**src/rtl/pcm_rom_fetch.sv**
```systemverilog
// pcm_rom_fetch: byte-read front end for the PCM sample ROM held in DDRAM ch1.
// A direct-mapped cache of 64-bit words answers hits one cycle after rd_req.
// A miss fetches the whole word. PCM playback is linear, so after each demand
// fill the following word is optionally prefetched.

module pcm_rom_fetch #(
  parameter int ADDR_W   = 18,
  parameter int IDX_W    = 2,
  parameter bit PREFETCH = 1'b1
) (
  input  logic              clk_sys,
  input  logic              reset,
  input  logic              rd_req,
  input  logic [ADDR_W-1:0] rd_addr,
  output logic [7:0]        rd_data,
  output logic              rd_rdy,
  output logic              rd_busy,
  output logic [ADDR_W-1:0] mem_addr,
  output logic              mem_req,
  input  logic [63:0]       mem_dout,
  input  logic              mem_ready
);

  localparam int LINES = 1 << IDX_W;
  localparam int TAG_W = ADDR_W - IDX_W - 3;

  typedef enum logic [1:0] {
    IDLE,
    FILL,
    PREF
  } state_t;

  state_t            state;

  // Cache storage: one 64-bit word per line.
  logic [63:0]       line_data [LINES];
  logic [TAG_W-1:0]  line_tag  [LINES];
  logic [LINES-1:0]  line_valid;

  // Byte offset of the outstanding demand read.
  logic [2:0]        byte_off;

  // A read that arrived during a prefetch. It waits here until the prefetch lands.
  logic              pend_v;
  logic [ADDR_W-1:0] pend_addr;

  // Set while a DDRAM answer to a request abandoned by reset is still owed.
  logic              drop;

  // Fill port. The line being written is the word currently on mem_addr.
  logic              fill_en;
  logic [IDX_W-1:0]  fill_idx;
  logic [TAG_W-1:0]  fill_tag;
  logic [7:0]        fill_byte;

  assign fill_en   = (state != IDLE) && mem_req && mem_ready;
  assign fill_idx  = mem_addr[IDX_W+2:3];
  assign fill_tag  = mem_addr[ADDR_W-1:IDX_W+3];
  assign fill_byte = mem_dout[{byte_off, 3'b000} +: 8];

  // Lookup port for reads: the live rd_req, or during a prefetch the newest read.
  logic              req_valid;
  logic [ADDR_W-1:0] req_addr;
  logic [IDX_W-1:0]  req_idx;
  logic [TAG_W-1:0]  req_tag;
  logic              req_hit;
  logic [63:0]       req_word;
  logic [7:0]        req_byte;
  logic              serve_now;

  // Choose which address is presented to the lookup.
  always_comb begin
    // NOTE: every variable written in a combinational block gets a default
    // first. Without one, a path that skips the assignment infers a latch.
    req_valid = rd_req;
    req_addr  = rd_addr;
    if (state == PREF && !rd_req) begin
      req_valid = pend_v;
      req_addr  = pend_addr;
    end
  end

  assign req_idx = req_addr[IDX_W+2:3];
  assign req_tag = req_addr[ADDR_W-1:IDX_W+3];

  // Tag compare for reads. A fill landing on the same line this cycle takes
  // precedence, so the lookup sees the new word.
  always_comb begin
    req_hit  = line_valid[req_idx] && (line_tag[req_idx] == req_tag);
    req_word = line_data[req_idx];
    if (fill_en && (fill_idx == req_idx)) begin
      req_hit  = (fill_tag == req_tag);
      req_word = mem_dout;
    end
  end

  assign req_byte = req_word[{req_addr[2:0], 3'b000} +: 8];

  // A read is looked up when it arrives in IDLE. A read parked during a
  // prefetch is looked up on the cycle the prefetched word arrives.
  assign serve_now = ((state == IDLE) && rd_req) ||
                     ((state == PREF) && fill_en && req_valid);

  // Prefetch candidate. The word address wraps at the top of the ROM.
  logic [ADDR_W-1:0] next_addr;
  logic [IDX_W-1:0]  next_idx;
  logic [TAG_W-1:0]  next_tag;
  logic              next_hit;

  assign next_addr = {mem_addr[ADDR_W-1:3] + {{(ADDR_W-4){1'b0}}, 1'b1}, 3'b000};
  assign next_idx  = next_addr[IDX_W+2:3];
  assign next_tag  = next_addr[ADDR_W-1:IDX_W+3];

  // Decide whether the word after the demand fill is already cached. This
  // accounts for the line being written this cycle.
  always_comb begin
    next_hit = line_valid[next_idx] && (line_tag[next_idx] == next_tag);
    if (fill_en && (fill_idx == next_idx)) begin
      next_hit = (fill_tag == next_tag);
    end
  end

  // Line storage: write the returned word and its tag on every accepted fill.
  always_ff @(posedge clk_sys) begin
    // NOTE: the data and tag arrays have no reset. The valid bits alone decide
    // whether a line can hit, so leftover contents after reset are harmless.
    if (!reset && fill_en) begin
      line_data[fill_idx] <= mem_dout;
      line_tag[fill_idx]  <= fill_tag;
    end
  end

  // Control FSM, registered outputs, valid bits, pending slot and drain flag.
  always_ff @(posedge clk_sys) begin
    if (reset) begin
      state      <= IDLE;
      rd_data    <= '0;
      rd_rdy     <= 1'b0;
      rd_busy    <= 1'b0;
      mem_req    <= 1'b0;
      mem_addr   <= '0;
      byte_off   <= '0;
      pend_v     <= 1'b0;
      pend_addr  <= '0;
      line_valid <= '0;
      // DDRAM still answers a request that reset abandons, so remember to
      // swallow that answer. An answer already owed stays owed.
      drop       <= drop | mem_req;
    end else begin
      // NOTE: sequential state uses non-blocking assignments only. Every
      // right-hand side sees start-of-cycle values, and a later assignment in
      // this block overrides an earlier one.
      rd_rdy <= 1'b0;

      if (fill_en) begin
        line_valid[fill_idx] <= 1'b1;
      end

      if (drop && mem_ready) begin
        drop <= 1'b0;
      end

      case (state)
        IDLE: ;

        FILL: begin
          if (!mem_req) begin
            // Hold off until the stale answer has drained (or drains now).
            if (!drop || mem_ready) begin
              mem_req <= 1'b1;
            end
          end else if (mem_ready) begin
            mem_req <= 1'b0;
            rd_busy <= 1'b0;
            rd_rdy  <= 1'b1;
            rd_data <= fill_byte;
            if (PREFETCH && !next_hit) begin
              state    <= PREF;
              mem_addr <= next_addr;
            end else begin
              state <= IDLE;
            end
          end
        end

        PREF: begin
          if (rd_req) begin
            pend_v    <= 1'b1;
            pend_addr <= rd_addr;
            rd_busy   <= 1'b1;
          end
          if (!mem_req) begin
            mem_req <= 1'b1;
          end else if (mem_ready) begin
            mem_req <= 1'b0;
            pend_v  <= 1'b0;
            rd_busy <= 1'b0;
            state   <= IDLE;
          end
        end

        default: state <= IDLE;
      endcase

      // Lookup outcome. It comes after the case so it overrides the defaults
      // set there when a parked read is serviced as the prefetch lands.
      if (serve_now) begin
        if (req_hit) begin
          rd_rdy  <= 1'b1;
          rd_data <= req_byte;
        end else begin
          state    <= FILL;
          rd_busy  <= 1'b1;
          mem_addr <= {req_addr[ADDR_W-1:3], 3'b000};
          byte_off <= req_addr[2:0];
          mem_req  <= !drop || mem_ready;
        end
      end
    end
  end

endmodule

```
**config.mk**
```make
export PLATFORM = sky130hd
export DESIGN_NAME = pcm_rom_fetch
export DESIGN_NICKNAME = d
export VERILOG_FILES = /design/src/rtl/pcm_rom_fetch.sv
export SDC_FILE = /design/constraint.sdc
export NUM_CORES = 1
export LEC_CHECK = 0
export CORE_MARGIN = 5
export CORE_UTILIZATION = 50
export CTS_CLUSTER_DIAMETER = 120
export DETAILED_ROUTE_END_ITERATION = 7
export PLACE_DENSITY_LB_ADDON = 0.15
export SYNTH_ARGS = -nofsm -noshare
export SYNTH_HDL_FRONTEND = slang
export SYNTH_SLANG_ARGS = --single-unit
```
**constraint.sdc**
```tcl
create_clock -name clk_sys -period 26.6 [get_ports clk_sys]
set_input_delay 2.66 -clock clk_sys [delete_from_list [all_inputs] [get_ports clk_sys]]
set_output_delay 2.66 -clock clk_sys [all_outputs]
set_load 0.05 [all_outputs]
```
==> results.md, run 1 <==
- Status: finished, final reports clean
- Avg Synthesized Cell Area: 13.25 sq um
- Num ports: 115
- Worst-margin pin slew: 1.167 ns
- # Post-CTS Setup Buffers: 0
- Hold slack final: 0.4520 ns
- Gr usage total: 24.12%
- GR Util met2: 37.12%
- Tmin final: 7.555 ns
- WP data required: 27.03 ns
- Final Hold Fails: 0
- Area share of the largest cell type after synthesis: 54.03%
- Share of post-route cells with drive strength above 1: 13.07%
- HP Class: register to register
- GR Util met1: 35.79%
- H-tree depth: 2
- PortBufs: 114
- Post-synth EDFFs: 309
- Hold-fix buffers at CTS: 0
- Netlist cell types: 77
- Drt drc: 0
- 1st-pass router iterations: 5
- Initial Util: 50.96%
- Final max-slew violation count: 0
- Antenna Nets Post-Route: 0
- Initial antenna violation count: 0
- Layout area overhead: 15.89%
- Fin nets: 1472
- Cell at the root of the clock tree: clkbuf_16
- Setup repair after global routing missed its margin: no
- FMAX: 0.1324 GHz
- Final setup viols: 0
- Mapped Area: 17170 sq um
- Max-Cap Viols: 0
- Worst-path maximum fanout: 53
- Total power: 0.001312 W
- Register area share after synthesis: 60.68%
- Ys async rst share: 0%
- Die width: 195.3 microns
- P per Cell Area: 65.95 nW/um^2
- Post-CTS Resized: 0
- Via density: 6.219
- Count leader, synth: edfxtp_1
- First-pass GRT wire length: 71190 microns
- Top cells by count, synth: edfxtp_1 (309), nand2_1 (241), nand3_1 (78)
- Type of origin of the critical path: primary input
- Vias in the first global route: 11330
- Largest net degree at the start of global routing: 71
- Clk_lat worst skew: 0.53 ns
- CTS buffer count: 39
- Gpl congestion: 0.9238
- Commonest register cell after synthesis: edfxtp_1
- Slew headroom: 22.09%
- Total grt overflow: 0
- Yosys reg bits: 366
- Grt met3 use: 5.135%
- Clock buffer depth: 3
- Height of the chip: 195.3 microns
- Area leader, netlist: edfxtp_1
- Crit path kind: primary input to register
- Leakage power: 6.728 nW
- Clock net sink count: 366
- Routed Wire Length: 46650 microns
- Antenna fix cells: 0
- GRT busiest layer: met2
- Core area: 33700 sq um
- DP HPWL: 30010 microns
- CTS tree: yes
- Warnings, synthesis: 0
- Post-Synthesis Cells: 1296
- CP endpoint kind: register
- Setup TNS: 0 ns
- Skew final: 0.008510 ns
- Area contributors post-synth: edfxtp_1 (54%), mux4_2 (9.8%), dfxtp_1 (6.6%)
- Syn Nets: 1390
- Die ar.: 38150 sq um
- Data arrival, critical path: 7.99 ns
- Vias: 11540
- Std cell rows: 67
- # fillers: 2701
- Worst-path clk slew: 0.06 ns
- Crit share post-route: 28.40%
- Worst vdd ir: 0.00004730 V
- Routed WL per cell: 25.14 microns
- Drt initial violations: 1164
-- routing by layer --
metal | share of wire, % | vias up | wire (microns)
met4 | 2.1 | 0 | 997
li1 | - | 5130 | -
met1 | 43 | 5799 | 20180
met3 | 8.6 | 68 | 4011
met5 | 0 | - | 0
met2 | 46 | 545 | 21460
-- worst paths after layout --
path                                      to          from  cells after the start  slack (ns)
worst max-delay path              rd_data[7]        rd_req                     11       19.04
worst min-delay path            pend_addr[5]  pend_addr[5]                      2        0.45
worst max register to register    rd_data[7]      state[0]                     12       21.14
worst min register to register  pend_addr[5]  pend_addr[5]                      2        0.45
-- report_power, final --
group / total, W / internal, W / leakage (nW) / switching, W
registers: 0.000641 / 0.000628 / 3.25 / 0.0000132
clock network: 0.000524 / 0.000304 / 0.609 / 0.000220
logic: 0.000147 / 0.0000623 / 2.87 / 0.0000852
total: 0.00131 / 0.000994 / 6.73 / 0.000318
-- worst max-delay path, cell delays in order --
cell	delay, ns
clkdlybuf4s50_1	0.70
nand2b_4	0.53
mux2_4	0.65
buf_4	0.78
mux2i_1	0.38
a2bb2oi_1	0.19
o211ai_1	0.10
or4_1	0.56
o41ai_4	0.82
nand2_4	0.19
o41ai_2	0.36
-- area by class of cell --
cell class                 instances  area [sq um]  share of cell area [%]
clock buffer                      55          1117                   5.614
clock inverter                    16         121.4                  0.6098
inverter                          10         37.54                  0.1886
multi-input combinational        827          6354                   31.93
sequential                       366         10420                   52.36
tap                              448         560.5                   2.817
timing repair buffer             134          1291                   6.488
-- state kept, by name (all words and copies together) (netlist names) --
name / cells
pend_v: 1
mem_addr: 18
state: 2
byte_off: 3
mem_req: 1
drop: 1
rd_busy: 1
line_data: 256
line_tag: 52
rd_data: 8
pend_addr: 18
rd_rdy: 1
line_valid: 4
-- kinds of logic (layout without fill, tap and decap cells) --
| family | count (synthesis) | after routing | synth area share [%] |
|---|---|---|---|
| compound gates | 197 | 197 | 8.007 |
| xor+xnor | 49 | 49 | 2.667 |
| fa+ha+maj | 8 | 8 | 0.5829 |
| buf+inv | 103 | 215 | 2.696 |
| flops | 366 | 366 | 60.68 |
| mux | 142 | 142 | 13.87 |
| simple gates | 431 | 431 | 11.50 |
-- layout by cell type, fill, tap and decap left out, types with 8 or more instances in the layout --
cell,n
edfxtp_1,309
nand2_1,241
clkdlybuf4s50_1,114
nand3_1,78
mux4_2,75
dfxtp_1,57
mux2i_1,55
a21oi_1,50
clkbuf_16,40
xnor2_1,25
o21ai_0,22
xor2_1,22
nor2_1,21
buf_4,20
nor3_1,18
a211oi_1,17
and3_1,14
a31oi_1,13
o31ai_1,13
o211ai_1,12
a311oi_1,12
inv_1,10
a21o_1,9
nand4_1,9
clkbuf_1,9
nor4_1,8
ha_1,8
clkinv_2,8
-- per-stage QoR --
step	std cells	setup slack, ns	area, sq um	util, %
6_report	1856	19.04	19900	59.06
5_1_grt	1856	18.74	19900	59.06
4_1_cts	1856	19.04	19900	59.06
3_5_place_dp	1785	18.52	18660	55.38
3_3_place_gp	1785	18.63	18660	55.38
2_1_floorplan	1296	15.62	17170	-
(Power assumes the default switching activity.)
==> run 2: changes to the inputs <==
==> constraint.sdc (replaced) <==
create_clock -name clk_sys -period 7.6 [get_ports clk_sys]
set_input_delay 0.76 -clock clk_sys [delete_from_list [all_inputs] [get_ports clk_sys]]
set_output_delay 0.76 -clock clk_sys [all_outputs]
set_load 0.05 [all_outputs]
==> run 2 against run 1 <==
Compared with the run above:
- combinational power increased to 3.6 times the previous value
- critical path depth unchanged
- non-clock buffer count up 1
- critical endpoint is now rd_data[0]
- power grew to 3.6 times the previous value
- utilization up 0.26 points
- largest power group unchanged
- highest routed layer is now met5
- cell area grew 0.45%
- global-route usage fell by 0.10 points
- clock power rose to 3.7 times the previous value
- register-to-register slack got worse by 19 ns
==> results.md, run 2 (same netlist as run 1, synthesis figures left out) <==
- Core area: 33700 sq um (unchanged)
- Initial Util: 50.96% (unchanged)
- Tmin final: 5.217 ns
- Height of the chip: 195.3 microns (unchanged)
- Worst-path maximum fanout: 31 (-42%)
- R2r worst-path depth: 12 (unchanged)
- Fin nets: 1474 (+0.14%)
- Initial antenna violation count: 1 (+1)
- Clock buffer depth: 3 (unchanged)
- Drt initial violations: 1192 (+2.4%)
- Commonest cells after routing, fill and taps aside: edfxtp_1 (309), nand2_1 (241), clkdlybuf4s50_1 (113), nand3_1 (78), mux4_2 (75)
- Antenna Nets Post-Route: 0 (unchanged)
- Gr usage total: 24.02% (-0.10 points)
- Worst-path clk slew: 0.06 ns (about the same)
- Slew headroom: 23.24% (+1.2 points)
- 1st-pass router iterations: 7 (+2)
- CTS tree: yes
- Share of post-route cells with drive strength above 1: 13.17% (+0.10 points)
- Cell at the root of the clock tree: clkbuf_16
- WP data required: 8.03 ns (-19.00 ns)
- Setup TNS: 0 ns (unchanged)
- P per Cell Area: 235.5 nW/um^2 (+260%)
- Status: finished, final reports clean
- CP startpoint: rd_req
- Leakage power: 6.778 nW (+0.75%)
- FMAX: 0.1917 GHz
- Worst vdd ir: 0.0002181 V (+360%)
- Final Hold Fails: 0 (unchanged)
- Clock net sink count: 366 (unchanged)
- Largest regs: line_data x256, line_tag x52
- Antenna fix cells: 0 (unchanged)
- Die width: 195.3 microns (unchanged)
- CTS buffer count: 40 (+2.6%)
- Vias in the first global route: 11210 (-1.0%)
- First-pass GRT wire length: 70680 microns (-0.72%)
- Reg2reg end: rd_data[0]
- Via density: 6.209 (-0.16%)
- Num ports: 115 (unchanged)
- Skew final: 0.009983 ns (+0.001473 ns)
- Post-Place Cells: 1786 (+0.056%)
- Vias: 11550 (+0.052%)
- CP Capture Point: rd_data[0]
- Data arrival, critical path: 5.65 ns (-2.34 ns)
- Top reg by flops: line_data
- Largest net degree at the start of global routing: 72 (+1.4%)
- Hold-fix buffers at CTS: 0 (unchanged)
- HP Class: register to register
- Final max-slew violation count: 0 (unchanged)
- Crit share post-route: 68.64%
- Final setup viols: 0 (unchanged)
- Max FFs per register: 256 (unchanged)
- Crit path kind: primary input to register
- Layout area overhead: 16.41%
- PortBufs: 114 (unchanged)
- Std cell rows: 67 (unchanged)
- Type of origin of the critical path: primary input
- Gpl congestion: 0.8709 (-5.7%)
- Total grt overflow: 0 (unchanged)
- Worst r2r src: state[0]
- Hold slack final: 0.4559 ns (+0.003877 ns)
- Final Non-Filler Cells: 1860 (+0.22%)
- Worst-margin pin slew: 1.151 ns (-0.01572 ns)
- Routed WL per cell: 25.09 microns (-0.19%)
- Most common cell after layout, fill and taps aside: edfxtp_1
- CP endpoint kind: register
- Clk_lat worst skew: 0.53 ns (about the same)
- Setup repair after global routing missed its margin: no
- Die ar.: 38150 sq um (unchanged)
- Reg2reg setup slack: 2.55 ns (-18.59 ns)
- DP HPWL: 29690 microns (-1.1%)
- Drt drc: 0 (unchanged)
- Routed Wire Length: 46660 microns (about the same)
- Post-CTS Resized: 0 (unchanged)
- # Post-CTS Setup Buffers: 0 (unchanged)
- H-tree depth: 2 (unchanged)
- Max-Cap Viols: 0 (unchanged)
==> run 2: cell types whose count changed in the layout (fill, tap and decap cells not counted), moves of 2 or more <==
cell | previous run | this run
clkbuf_16 | 40 | 42
bufinv_16 | 1 | 4
clkbuf_8 | 6 | 1
clkinv_1 | 3 | 6
==> run 2: routing by layer <==
layer  wire, microns  vias up  share of wire, %  GRT usage [%]
li1                -     5140                 -              -
met1           20340     5841                44          36.20
met2           21440      508                46          36.79
met3            4123       57               8.8          4.946
met4             758        2               1.6          4.732
met5               7        -             0.015              0
==> run 2: worst max-delay path, cell delays in order <==
cell and delay, ns:
clkdlybuf4s50_1 0.71, nand2b_4 0.53, mux2_4 0.60, buf_4 0.53, mux2_2 0.41, nand3_1 0.08, o211ai_1 0.10, or4_1 0.57
o41ai_4 0.79, nand2_4 0.19, o41ai_2 0.35
==> run 2: cell type report <==
type | count | area (sq um)
clock buffers | 52 | 1099
clock inverters | 22 | 224.0
fillers | 2705 | 13710
inverters | 10 | 37.54
multi-input cells | 827 | 6356
flip-flops and latches | 366 | 10420
well taps | 448 | 560.5
repair buffers | 135 | 1294
==> run 2: per-stage QoR <==
stage	instance area [sq um]	power, W	worst slack [ns]	utilization, %
after floorplan	17180	0.002596	1.646	-
after CTS	19990	0.004732	2.362	59.32
after detailed placement	18670	0.002804	1.846	55.39
after global placement	18670	0.002799	1.932	55.39
after global routing	19990	0.004863	2.036	59.32
final	19990	0.004708	2.383	59.32
==> run 2: worst min-delay path by stage <==
stage            startpoint            to  slack [ns]  depth (start not counted)
2_1_floorplan  pend_addr[0]  pend_addr[0]        0.43                          2
3_3_place_gp   pend_addr[0]  pend_addr[0]        0.44                          2
3_5_place_dp   pend_addr[0]  pend_addr[0]        0.45                          2
4_1_cts        pend_addr[0]  pend_addr[0]        0.45                          2
5_1_grt        pend_addr[0]  pend_addr[0]        0.46                          2
6_report       pend_addr[0]  pend_addr[0]        0.46                          2
==> run 2: power by group <==
part / internal [W] / switching (W)
Clock: 0.00116 / 0.000780
Combinational: 0.000218 / 0.000306
Sequential: 0.00220 / 0.0000438
Total: 0.00358 / 0.00113
==> run 3: changes to the inputs <==
==> constraint.sdc (replaced) <==
create_clock -name clk_sys -period 4.25 [get_ports clk_sys]
set_input_delay 0.425 -clock clk_sys [delete_from_list [all_inputs] [get_ports clk_sys]]
set_output_delay 0.425 -clock clk_sys [all_outputs]
set_load 0.05 [all_outputs]
==> run 3 against run 2 <==
Compared with the run above:
- clock power rose by 68%
- combinational power rose by 88%
- cell area rose by 1.2%
- utilization rose by 0.72 points
- die area did not move
- non-clock buffer count rose by 37
- sequential power rose by 78%
- first-iteration DRC count rose by 5.7%
- critical path depth rose by 2
- critical path type is now register to register
- largest cell class unchanged
==> results.md, run 3 (same netlist as run 1, synthesis figures left out) <==
- Status: finished, final reports clean
- PortBufs: 114 (unchanged)
- Slowest CP cell: mux2i_2
- FMAX: 0.2636 GHz
- Hold-fix buffers at CTS: 0 (unchanged)
- Worst r2r src: state[0]
- Gpl congestion: 0.9545 (+9.6%)
- Data arrival, critical path: 4.21 ns (-1.44 ns)
- Routed Wire Length: 47450 microns (+1.7%)
- Final max-slew violation count: 0 (unchanged)
- Antenna Nets Post-Route: 0 (unchanged)
- Fin util: 60.04% (+0.72 points)
- Skew final: 0.01463 ns (+0.004643 ns)
- Leakage power: 6.914 nW (+2.0%)
- Final setup viols: 0 (unchanged)
- Worst-path clk slew: 0.07 ns (about the same)
- Clk_lat worst skew: 0.53 ns (about the same)
- Max FFs per register: 256 (unchanged)
- Worst path max stage delay: 0.56 ns (-0.23 ns)
- Clock net sink count: 366 (unchanged)
- Type of origin of the critical path: register
- Post-CTS Resized: 0 (unchanged)
- CTS tree: yes
- Reg2reg end: rd_data[6]
- Most common cell after layout, fill and taps aside: edfxtp_1
- Layout area overhead: 17.83%
- Drt drc: 0 (unchanged)
- WP data required: 4.67 ns (-3.36 ns)
- Hold_sp: pend_addr[16]
- Die ar.: 38150 sq um (unchanged)
- R2r worst-path depth: 13 (+1)
- Crit path kind: register to register
- H-tree depth: 2 (unchanged)
- Cell at the root of the clock tree: clkbuf_16
- Num ports: 115 (unchanged)
- Worst-path maximum fanout: 16 (-48%)
- Worst vdd ir: 0.0003322 V (+52%)
- DP HPWL: 31600 microns (+6.4%)
- Slew headroom: 26.51% (+3.3 points)
- Crit share post-route: 89.25%
- Largest regs: line_data x256, line_tag x52
- Vias in the first global route: 11510 (+2.7%)
- Setup TNS: 0 ns (unchanged)
- Die width: 195.3 microns (unchanged)
- Initial antenna violation count: 0 (-1)
- Largest net degree at the start of global routing: 64 (-11%)
- Height of the chip: 195.3 microns (unchanged)
- CTS buffer count: 39 (-2.5%)
- Most frequent CP cell: buf_4
- Commonest cells after routing, fill and taps aside: edfxtp_1 (309), nand2_1 (241), clkdlybuf4s50_1 (113), nand3_1 (78), mux4_2 (75)
- HP Class: register to register
- Hold worst-path end: pend_addr[16]
- Via density: 6.168 (-0.65%)
- Vias: 11680 (+1.1%)
- Top reg by flops: line_data
- Routed WL per cell: 25.07 microns (about the same)
- Initial Util: 50.96% (unchanged)
- Gr usage total: 24.61% (+0.58 points)
- 1st-pass router iterations: 5 (-2)
- Depth of the worst hold-timing path: 2 (unchanged)
- Tmin final: 3.793 ns
- Total grt overflow: 0 (unchanged)
- Core area: 33700 sq um (unchanged)
- Worst-margin pin slew: 1.102 ns (-0.04908 ns)
- P per Cell Area: 406.8 nW/um^2 (+73%)
- Final Hold Fails: 0 (unchanged)
- Reg2reg setup slack: 0.46 ns (-2.09 ns)
- # Post-CTS Setup Buffers: 0 (unchanged)
- Share of post-route cells with drive strength above 1: 14.95% (+1.8 points)
- Max-Cap Viols: 0 (unchanged)
- Antenna fix cells: 0 (unchanged)
- Drt initial violations: 1260 (+5.7%)
- Post-Place Cells: 1823 (+2.1%)
- Std cell rows: 67 (unchanged)
- Fin nets: 1510 (+2.4%)
- CP endpoint kind: register
- Clock buffer depth: 3 (unchanged)
- First-pass GRT wire length: 72380 microns (+2.4%)
- Crit-path cells: inv_1, ha_1, nand2b_4, buf_4, buf_4, mux2i_2, buf_4, nand3_1, a311oi_1, a211oi_1, nor4_1, nand3_1, and3_1
- Final Non-Filler Cells: 1893 (+1.8%)
- Setup repair after global routing missed its margin: no
==> run 3: changes by cell type in the layout (fill, tap and decap cells not counted), moves of 2 or more <==
cell	previous run	this run
buf_12	0	6
buf_4	21	52
clkbuf_1	9	7
clkbuf_16	42	39
clkinv_1	6	12
clkinv_2	8	5
==> run 3: worst max-delay path by stage <==
stage | startpoint | end | cells past startpoint
after global routing | state[0] | rd_data[6] | 13
after CTS | state[0] | rd_data[6] | 13
final | state[0] | rd_data[6] | 13
after global placement | rd_req | rd_data[6] | 12
after detailed placement | rd_req | rd_data[6] | 12
after floorplan | mem_addr[3] | mem_addr[17] | 15
==> run 3: per-stage QoR <==
step,power (W),hold WS (ns),instance area (sq um),setup WS [ns]
3_3_place_gp,0.005039,0.4428,19030,0.1900
3_5_place_dp,0.005047,0.4516,19030,0.2326
5_1_grt,0.008490,0.4748,20230,0.002986
4_1_cts,0.008272,0.4590,20230,0.5226
6_report,0.008231,0.4615,20230,0.4567
2_1_floorplan,0.004644,0.4321,17190,0.07462
==> run 3: worst max-delay path, delay by kind of cell, from the launching register on <==
| family | cells | cell delay, ns |
|---|---|---|
| AND/OR/NAND/NOR | 5 | 1.13 |
| adder cells (fa/ha/maj) | 1 | 0.25 |
| buffers and inverters | 4 | 0.96 |
| multiplexers | 1 | 0.56 |
| flip-flops | 1 | 0.41 |
| AO/OA/AOI/OAI | 2 | 0.37 |
==> run 3: routing by layer <==
layer / up-vias / routed length, microns / part of all wire, % / global-route usage [%]
li1: 5221 / - / - / -
met1: 5863 / 21650 / 46 / 38.23
met2: 513 / 21140 / 45 / 36.77
met3: 79 / 3594 / 7.6 / 3.895
met4: 0 / 1069 / 2.3 / 5.896
met5: - / 0 / 0 / 0
==> run 3: power by group <==
group	internal [W]	switching [W]	total, W	leakage (nW)
Combinational	0.000416	0.000571	0.000987	3.08
Sequential	0.00393	0.0000598	0.00399	3.25
Clock	0.00187	0.00138	0.00325	0.584
Total	0.00622	0.00201	0.00823	6.91
==> run 3: cell type report <==
cell class | instances | area, sq um
Multi-Input combinational cell | 827 | 6362
Timing Repair Buffer | 172 | 1647
Tap cell | 448 | 560.5
Clock inverter | 24 | 203.9
Inverter | 10 | 37.54
Sequential cell | 366 | 10420
Fill cell | 2670 | 13470
Clock buffer | 46 | 1002
